<file path="src/rtl/nx_ram_hw_port_client_if.sv">
// Bundle for the engine-facing request/response handshake and the RAM hw port.
// slave: the client block. master: the environment (engine plus RAM wrapper).
interface nx_ram_hw_port_client_if #(
  parameter int N_DATA_BITS = 32,
  parameter int ADDR_W      = 10
);
  logic                   req_valid;
  logic                   req_ready;
  logic                   req_we;
  logic [ADDR_W-1:0]      req_addr;
  logic [N_DATA_BITS-1:0] req_bwe;
  logic [N_DATA_BITS-1:0] req_wdat;
  logic                   rsp_valid;
  logic                   rsp_ready;
  logic [N_DATA_BITS-1:0] rsp_dat;
  logic [ADDR_W-1:0]      hw_add;
  logic                   hw_we;
  logic [N_DATA_BITS-1:0] hw_bwe;
  logic                   hw_cs;
  logic [N_DATA_BITS-1:0] hw_din;
  logic [N_DATA_BITS-1:0] hw_dout;
  logic                   hw_yield;

  modport master (
    output req_valid, req_we, req_addr, req_bwe, req_wdat, rsp_ready, hw_dout, hw_yield,
    input  req_ready, rsp_valid, rsp_dat, hw_add, hw_we, hw_bwe, hw_cs, hw_din
  );

  modport slave (
    input  req_valid, req_we, req_addr, req_bwe, req_wdat, rsp_ready, hw_dout, hw_yield,
    output req_ready, rsp_valid, rsp_dat, hw_add, hw_we, hw_bwe, hw_cs, hw_din
  );
endinterface

</file>
<file path="src/rtl/nx_ram_hw_port_client.sv">
// Request adapter for one hw port of the 2-port indirect-access RAM wrapper.
// Requests queue in a small FIFO and issue to the RAM when the wrapper is not
// yielding; reads are credit-limited so returning data always fits the
// response FIFO, which hands data back in issue order.
module nx_ram_hw_port_client #(
  parameter int N_DATA_BITS   = 32,
  parameter int N_ENTRIES     = 1024,
  parameter int TOTAL_LATENCY = 1,
  parameter int REQ_DEPTH     = 2,
  parameter int RSP_DEPTH     = 4
) (
  input  logic                   clk,
  input  logic                   rst,
  nx_ram_hw_port_client_if.slave bus,
  output logic                   idle,
  output logic                   oor_err,
  output logic [15:0]            yield_cnt
);
  localparam int ADDR_W = (N_ENTRIES > 1) ? $clog2(N_ENTRIES) : 1;
  localparam int REQ_PW = (REQ_DEPTH > 1) ? $clog2(REQ_DEPTH) : 1;
  localparam int REQ_CW = $clog2(REQ_DEPTH + 1);
  localparam int RSP_PW = (RSP_DEPTH > 1) ? $clog2(RSP_DEPTH) : 1;
  localparam int RSP_CW = $clog2(RSP_DEPTH + 1);
  localparam int CRD_W  = $clog2(TOTAL_LATENCY + RSP_DEPTH + 1) + 1;
  localparam logic [ADDR_W:0] ADDR_LIMIT = (ADDR_W + 1)'(N_ENTRIES);

  typedef struct packed {
    logic                   we;
    logic [ADDR_W-1:0]      addr;
    logic [N_DATA_BITS-1:0] bwe;
    logic [N_DATA_BITS-1:0] wdat;
  } req_t;

  // request FIFO
  req_t                   req_mem [REQ_DEPTH];
  logic [REQ_PW-1:0]      req_wp, req_rp;
  logic [REQ_CW-1:0]      req_cnt;
  logic                   req_push, req_pop, head_valid, head_oor;
  req_t                   head;
  // issue / credit
  logic [CRD_W-1:0]       inflight, credit_used;
  logic                   credit_ok, issue, rd_issue;
  // in-flight read pipeline, stage i holds a read issued i cycles ago
  logic [TOTAL_LATENCY:1] vld_pipe, oor_pipe;
  // response FIFO
  logic [N_DATA_BITS-1:0] rsp_mem [RSP_DEPTH];
  logic [RSP_PW-1:0]      rsp_wp, rsp_rp;
  logic [RSP_CW-1:0]      rsp_cnt;
  logic                   rsp_push, rsp_pop, rsp_full, rsp_empty;
  logic [N_DATA_BITS-1:0] rsp_wdat;

  assign bus.req_ready = (req_cnt != REQ_CW'(REQ_DEPTH));
  assign req_push      = bus.req_valid && bus.req_ready;
  assign head_valid    = (req_cnt != '0);
  assign head          = req_mem[req_rp];
  assign head_oor      = ({1'b0, head.addr} >= ADDR_LIMIT);

  // Store accepted requests; storage needs no reset since req_cnt gates it.
  always_ff @(posedge clk) begin
    if (req_push)
      req_mem[req_wp] <= req_t'{we: bus.req_we, addr: bus.req_addr,
                                bwe: bus.req_bwe, wdat: bus.req_wdat};
  end

  // Request FIFO pointers and occupancy.
  always_ff @(posedge clk or posedge rst) begin
    if (rst) begin
      req_wp  <= '0;
      req_rp  <= '0;
      req_cnt <= '0;
    end else begin
      if (req_push) req_wp <= (req_wp == REQ_PW'(REQ_DEPTH - 1)) ? '0 : req_wp + REQ_PW'(1);
      if (req_pop)  req_rp <= (req_rp == REQ_PW'(REQ_DEPTH - 1)) ? '0 : req_rp + REQ_PW'(1);
      case ({req_push, req_pop})
        2'b10:   req_cnt <= req_cnt + REQ_CW'(1);
        2'b01:   req_cnt <= req_cnt - REQ_CW'(1);
        default: ;
      endcase
    end
  end

  // Count reads still travelling through the RAM pipeline.
  always_comb begin
    inflight = '0;
    for (int i = 1; i <= TOTAL_LATENCY; i++)
      inflight = inflight + CRD_W'(vld_pipe[i]);
  end

  // A response popped this cycle frees its slot immediately, so a full FIFO
  // being drained keeps issuing without a bubble.
  assign credit_used = inflight + CRD_W'(rsp_cnt) - CRD_W'(rsp_pop);
  assign credit_ok   = (credit_used < CRD_W'(RSP_DEPTH));
  assign issue       = head_valid && !bus.hw_yield && (head.we || credit_ok);
  assign rd_issue    = issue && !head.we;
  assign req_pop     = issue;

  // Out-of-range entries pop like normal accesses but never touch the RAM.
  assign bus.hw_cs  = issue && !head_oor;
  assign bus.hw_we  = issue && head.we && !head_oor;
  assign bus.hw_add = head_valid ? head.addr : '0;
  assign bus.hw_bwe = !head_valid ? '0 : (head.we ? head.bwe : '1);
  assign bus.hw_din = head_valid ? head.wdat : '0;

  // Shift read tags down the pipeline in step with the RAM latency.
  always_ff @(posedge clk or posedge rst) begin
    if (rst) begin
      vld_pipe <= '0;
      oor_pipe <= '0;
    end else begin
      vld_pipe[1] <= rd_issue;
      oor_pipe[1] <= rd_issue && head_oor;
      for (int i = 2; i <= TOTAL_LATENCY; i++) begin
        vld_pipe[i] <= vld_pipe[i-1];
        oor_pipe[i] <= oor_pipe[i-1];
      end
    end
  end

  assign rsp_push      = vld_pipe[TOTAL_LATENCY];
  assign rsp_wdat      = oor_pipe[TOTAL_LATENCY] ? '0 : bus.hw_dout;
  assign rsp_full      = (rsp_cnt == RSP_CW'(RSP_DEPTH));
  assign rsp_empty     = (rsp_cnt == '0);
  assign bus.rsp_valid = !rsp_empty;
  assign bus.rsp_dat   = rsp_empty ? '0 : rsp_mem[rsp_rp];
  assign rsp_pop       = bus.rsp_valid && bus.rsp_ready;

  // Capture returning read data; at full a same-cycle pop frees the head slot.
  always_ff @(posedge clk) begin
    if (rsp_push) rsp_mem[rsp_wp] <= rsp_wdat;
  end

  // Response FIFO pointers and occupancy.
  always_ff @(posedge clk or posedge rst) begin
    if (rst) begin
      rsp_wp  <= '0;
      rsp_rp  <= '0;
      rsp_cnt <= '0;
    end else begin
      if (rsp_push) rsp_wp <= (rsp_wp == RSP_PW'(RSP_DEPTH - 1)) ? '0 : rsp_wp + RSP_PW'(1);
      if (rsp_pop)  rsp_rp <= (rsp_rp == RSP_PW'(RSP_DEPTH - 1)) ? '0 : rsp_rp + RSP_PW'(1);
      case ({rsp_push, rsp_pop})
        2'b10:   rsp_cnt <= rsp_cnt + RSP_CW'(1);
        2'b01:   rsp_cnt <= rsp_cnt - RSP_CW'(1);
        default: ;
      endcase
    end
  end

  // Credits must make an overflowing push impossible.
  a_rsp_no_overflow: assert property (@(posedge clk) disable iff (rst)
    !(rsp_push && rsp_full && !rsp_pop));

  assign idle = !head_valid && (vld_pipe == '0) && rsp_empty;

  // Sticky out-of-range flag, raised when such a request is accepted.
  always_ff @(posedge clk or posedge rst) begin
    if (rst)
      oor_err <= 1'b0;
    else if (req_push && ({1'b0, bus.req_addr} >= ADDR_LIMIT))
      oor_err <= 1'b1;
  end

  // Saturating count of cycles a waiting head was held off by the wrapper.
  always_ff @(posedge clk or posedge rst) begin
    if (rst)
      yield_cnt <= '0;
    else if (head_valid && bus.hw_yield && (yield_cnt != 16'hFFFF))
      yield_cnt <= yield_cnt + 16'd1;
  end
endmodule
</file>
<file path="src/flat_wrapper.sv">
// flat-port wrapper written by rule: the top's interface ports become plain ports
module nx_ram_hw_port_client_flat 
#(
  parameter int N_DATA_BITS   = 32,
  parameter int N_ENTRIES     = 1024,
  parameter int TOTAL_LATENCY = 1,
  parameter int REQ_DEPTH     = 2,
  parameter int RSP_DEPTH     = 4
)
  (clk, rst, idle, oor_err, yield_cnt, bus_req_valid, bus_req_we, bus_req_addr, bus_req_bwe, bus_req_wdat, bus_rsp_ready, bus_hw_dout, bus_hw_yield, bus_req_ready, bus_rsp_valid, bus_rsp_dat, bus_hw_add, bus_hw_we, bus_hw_bwe, bus_hw_cs, bus_hw_din);
  nx_ram_hw_port_client_if #(.N_DATA_BITS(N_DATA_BITS)) bus_i ();
  input  logic clk;
  input  logic rst;
  output logic idle;
  output logic oor_err;
  output logic [15:0] yield_cnt;
  input wire logic [$bits(bus_i.req_valid)-1:0] bus_req_valid;
  input wire logic [$bits(bus_i.req_we)-1:0] bus_req_we;
  input wire logic [$bits(bus_i.req_addr)-1:0] bus_req_addr;
  input wire logic [$bits(bus_i.req_bwe)-1:0] bus_req_bwe;
  input wire logic [$bits(bus_i.req_wdat)-1:0] bus_req_wdat;
  input wire logic [$bits(bus_i.rsp_ready)-1:0] bus_rsp_ready;
  input wire logic [$bits(bus_i.hw_dout)-1:0] bus_hw_dout;
  input wire logic [$bits(bus_i.hw_yield)-1:0] bus_hw_yield;
  output wire logic [$bits(bus_i.req_ready)-1:0] bus_req_ready;
  output wire logic [$bits(bus_i.rsp_valid)-1:0] bus_rsp_valid;
  output wire logic [$bits(bus_i.rsp_dat)-1:0] bus_rsp_dat;
  output wire logic [$bits(bus_i.hw_add)-1:0] bus_hw_add;
  output wire logic [$bits(bus_i.hw_we)-1:0] bus_hw_we;
  output wire logic [$bits(bus_i.hw_bwe)-1:0] bus_hw_bwe;
  output wire logic [$bits(bus_i.hw_cs)-1:0] bus_hw_cs;
  output wire logic [$bits(bus_i.hw_din)-1:0] bus_hw_din;
  assign bus_i.req_valid = bus_req_valid;
  assign bus_i.req_we = bus_req_we;
  assign bus_i.req_addr = bus_req_addr;
  assign bus_i.req_bwe = bus_req_bwe;
  assign bus_i.req_wdat = bus_req_wdat;
  assign bus_i.rsp_ready = bus_rsp_ready;
  assign bus_i.hw_dout = bus_hw_dout;
  assign bus_i.hw_yield = bus_hw_yield;
  assign bus_req_ready = bus_i.req_ready;
  assign bus_rsp_valid = bus_i.rsp_valid;
  assign bus_rsp_dat = bus_i.rsp_dat;
  assign bus_hw_add = bus_i.hw_add;
  assign bus_hw_we = bus_i.hw_we;
  assign bus_hw_bwe = bus_i.hw_bwe;
  assign bus_hw_cs = bus_i.hw_cs;
  assign bus_hw_din = bus_i.hw_din;
  nx_ram_hw_port_client #(.N_DATA_BITS(N_DATA_BITS), .N_ENTRIES(N_ENTRIES), .TOTAL_LATENCY(TOTAL_LATENCY), .REQ_DEPTH(REQ_DEPTH), .RSP_DEPTH(RSP_DEPTH)) u_core (.clk(clk), .rst(rst), .bus(bus_i), .idle(idle), .oor_err(oor_err), .yield_cnt(yield_cnt));
endmodule
</file>
<file path="config.mk">
export PLATFORM = sky130hd
export DESIGN_NAME = nx_ram_hw_port_client_flat
export DESIGN_NICKNAME = d
export VERILOG_FILES = /design/src/rtl/nx_ram_hw_port_client_if.sv /design/src/rtl/nx_ram_hw_port_client.sv /design/src/flat_wrapper.sv
export SDC_FILE = /design/constraint.sdc
export NUM_CORES = 1
export LEC_CHECK = 0
export ABC_AREA = 1
export CAP_MARGIN = 20
export CORE_ASPECT_RATIO = 1.1
export CORE_MARGIN = 4
export CORE_UTILIZATION = 45
export CTS_BUF_LIST = sky130_fd_sc_hd__clkbuf_2 sky130_fd_sc_hd__clkbuf_4 sky130_fd_sc_hd__clkbuf_8
export DETAILED_ROUTE_END_ITERATION = 12
export GPL_TIMING_DRIVEN = 0
export MAX_ROUTING_LAYER = met4
export PLACE_DENSITY = 0.71
export SYNTH_ARGS = -nofsm -noshare
export SYNTH_HDL_FRONTEND = slang
export SYNTH_SLANG_ARGS = --single-unit
</file>
<file path="constraint.sdc">
create_clock -name clk -period 8.1 [get_ports clk]
set_clock_uncertainty 0.05 [all_clocks]
set_input_delay 1.62 -clock clk [delete_from_list [all_inputs] [get_ports clk]]
set_output_delay 1.62 -clock clk [all_outputs]
set_load 0.02 [all_outputs]
</file>
==> metrics.yaml, run 1 <==
placement:
  placed_cell_area_sq_um: 15100
  gp_congestion: 0.810
  numPortBuffers: 238
  hpwl_mm: 20.0
clocking:
  cts_tree: "done"
  clock-root-buffer: "clkbuf_8"
  clockBufferDepth: 3
  path_clk_slew_ns: 0.05
  clock_sink_count: 306
  post-cts-setup-buffer-count: 0
  cts_htree_levels: 2
  numCtsBuffers: 48
  postCtsResizedCells: 0
  clk_latency_ns: 0.53
  hold_buffers: 0
grt:
  grt_use_total_pct: 19.8
  grt_overflow: 0
  grt_pass1_wl_mm: 44.7
  grt_start_max_net_pins: 33
  antenna_found_initial: 0
  grt_pass1_vias: 8549
layout:
  syn_to_final_growth_pct: 32.5
  layout.nets: 1387
  drive_gt1_share_pct: 8.44
  finish.instance_area_sq_um: 16100
  antennaDiodeCount: 0
  post-route-util_pct: 61.1
worst_setup_path:
  crit_fanout: 3
  critical_path_class: "in2out"
  crit_chain: "clkdlybuf4s50_1, nand3_2, ha_1, nand2_1, inv_1, nand3_1, nand2_1, nand2_1, nand2_1, nand3_1, nand2_1, clkdlybuf4s50_1"
  crit_buf_inv: 3
  rr_worst_depth: 16
  start_kind: "input pin"
  end_kind: "primary output"
  cp_data_required_time_ns: 6.43
  cp_slowest_cell: "clkdlybuf4s50_1"
  critPathTopFamily: "buffers and inverters"
  cp_slowest_stage_delay_ns: 0.69
  crit_cells: 12
  critical_path_arrival_ns: 3.83
  cp_common_cell: "nand2_1"
synth:
  synth.area.top_cells: "edfxtp_1 (69%), nand2_1 (6.0%), dfrtp_1 (5.8%), nor2_1 (4.4%), a21oi_1 (3.3%)"
  syn_nets: 1092
  synthMuxAreaShare_pct: 0.206
  synth_common_cells: "edfxtp_1 (278), nand2_1 (194), nor2_1 (142)"
  synth_seq_cells: 306
  synth_seq_area_share_pct: 74.7
  synth_compound_area_share_pct: 7.85
  syn_avg_cell_area_sq_um: 12.5
  synth_fa_ha_area_share_pct: 1.09
  ys_types: 32
  synth_top_area_share_pct: 68.9
  yosysTopAreaCell: "edfxtp_1"
  synth_ff_type: "edfxtp_1"
  yosysWarningCount: 1
  synthesis.area_sq_um: 12100
  synth-edff-count: 278
  synth_top_family_by_area: "simple AND/OR/NAND/NOR gates"
  yosysMostFrequentCell: "edfxtp_1"
  synth-simple-area-share_pct: 12.0
  synth-xor-area-share_pct: 1.37
  synthArstFlopShare_pct: 9.15
  syn_inst: 970
floorplanning:
  start_util_pct: 46.1
  core_sq_um: 26300
  dieWidth_um: 164
  num_io_pins: 240
  dieArea_sq_um: 29600
  row_count: 62
  dieHeight_um: 180
worst_hold_path:
  hold_depth: 1
  hp-class: "reg2reg"
drt:
  firstDrtPassIters: 5
  drt_wl_total_mm: 29.2
  antenna_left: 0
  vias: 8346
  drt_iter0_drc: 537
  wl_per_cell_um: 17.6
  drc: 0
  viasPerCell: 5.04
sta:
  min_period_over_period_pct: 67.9
  tightest_slew_ns: 0.893
  drv_slew: 0
  period_minus_slack_ns: 5.50
  setup_viol: 0
  setup_tns_ns: 0
  fmax_mhz: 182
  relSlewSlack_pct: 40.4
  grt_setup_unrepaired: "false"
  hold_viol_final: 0
pwr:
  powerDensity_nw_per_um2: 385
  vdd_drop_max_mv: 0.276
  leakagePower_nw: 5.77
outcome:
  status: "finished clean"
job:
  maxCapViolations: 0
cells by family (layout without fill, tap and decap cells):
family,after synthesis,after routing
AND/OR/NAND/NOR,365,365
AO/OA/AOI/OAI,182,182
flip-flops,306,306
other,1,1
buffers and inverters,85,418
multiplexers,2,2
adder cells (fa/ha/maj),10,10
XOR/XNOR,19,19
metrics by stage:
step	setup slack, ns	hold WS (ns)	std cells	total power (W)
finish	2.60	0.450	1655	0.00619
global route	2.44	0.474	1655	0.00656
CTS	2.59	0.451	1655	0.00626
detailed placement	2.59	0.443	1567	0.00500
global placement	0.362	0.435	1560	0.00495
floorplan	2.67	0.419	970	0.00366
final cells by class:
type                    instances  area [sq um]
multi-input cells             579          2750
clock buffers                  62           778
well taps                     352           440
fillers                      2016         10200
inverters                      30           113
plain buffers                  55           224
flip-flops and latches        306          9050
repair buffers                245          2560
clock inverters                26           149
worst register-to-register path: cells and delay by family, from the launching register on:
kind,cells,cell delay (ns)
AOI/OAI and AO/OA,2,0.22
DFF,1,0.42
buffers and inverters,1,0.03
adders and majority gates,2,0.57
and+or+nand+nor,10,0.88
xor gates and xnor gates,1,0.13
sequential cells by signal, indices dropped and copies added, names as in the netlist:
name	flops
u_core.req_mem	150
u_core.rsp_mem	128
u_core.yield_cnt	16
u_core.rsp_cnt	3
u_core.req_cnt	2
u_core.rsp_rp	2
u_core.rsp_wp	2
u_core.req_rp	1
u_core.req_wp	1
u_core.rsp_push	1
routing by layer:
layer,share of wire [%],GRT usage [%],up-vias,routed length [um]
met3,11,8.17,44,3190
met5,0,-,-,0
met1,37,22.1,3981,10900
li1,-,-,4001,-
met2,50,33.1,320,14700
met4,1.4,4.83,0,398
final timing paths:
check / from / endpoint / slack (ns)
max in group asynchronous: rst / u_core.yield_cnt[15]$_DFFE_PP0P_ / 6.06
min reg2reg: u_core.req_cnt[1]$_DFFE_PP0P_ / u_core.req_cnt[1]$_DFFE_PP0P_ / 0.45
min: u_core.req_cnt[1]$_DFFE_PP0P_ / u_core.req_cnt[1]$_DFFE_PP0P_ / 0.45
max: bus_rsp_ready / bus_hw_cs / 2.60
min in group asynchronous: rst / u_core.yield_cnt[5]$_DFFE_PP0P_ / 1.44
max reg2reg: u_core.rsp_cnt[0]$_DFFE_PP0P_ / u_core.req_cnt[1]$_DFFE_PP0P_ / 5.67
power by group:
part	total [W]	switching [W]	internal, W
Combinational	0.00286	0.00173	0.00113
Clock	0.00123	0.000568	0.000664
Sequential	0.00210	0.0000899	0.00201
cells in the final DEF, fill, tap and decap left out, drive strengths merged, types with 24 or more instances in the layout:
master | Yosys | layout
nor2 | 148 | 148
dfrtp | 28 | 28
o21ai | 71 | 71
clkinv | 1 | 24
inv | 29 | 30
clkbuf | 29 | 91
a21oi | 79 | 79
a31oi | 32 | 32
edfxtp | 278 | 278
clkdlybuf4s50 | 0 | 238
buf | 26 | 33
nand2 | 196 | 196
(Power assumes the default switching activity.)
==> run 2: changes to the inputs <==
==> constraint.sdc (replaced) <==
create_clock -name clk -period 5.5 [get_ports clk]
set_clock_uncertainty 0.05 [all_clocks]
set_input_delay 1.1 -clock clk [delete_from_list [all_inputs] [get_ports clk]]
set_output_delay 1.1 -clock clk [all_outputs]
set_load 0.02 [all_outputs]
==> results of run 2 <==
Same layout as run 1 (identical final DEF). Status: finished clean.
Main changes from that run: setup slack after placement 2.59 ns -> 1.03 ns; setup slack after layout 2.60 ns -> 1.04 ns; register-to-register setup slack 5.67 ns -> 3.07 ns; total power 0.00619 W -> 0.00912 W; worst IR drop on VDD 0.276 mV -> 0.406 mV
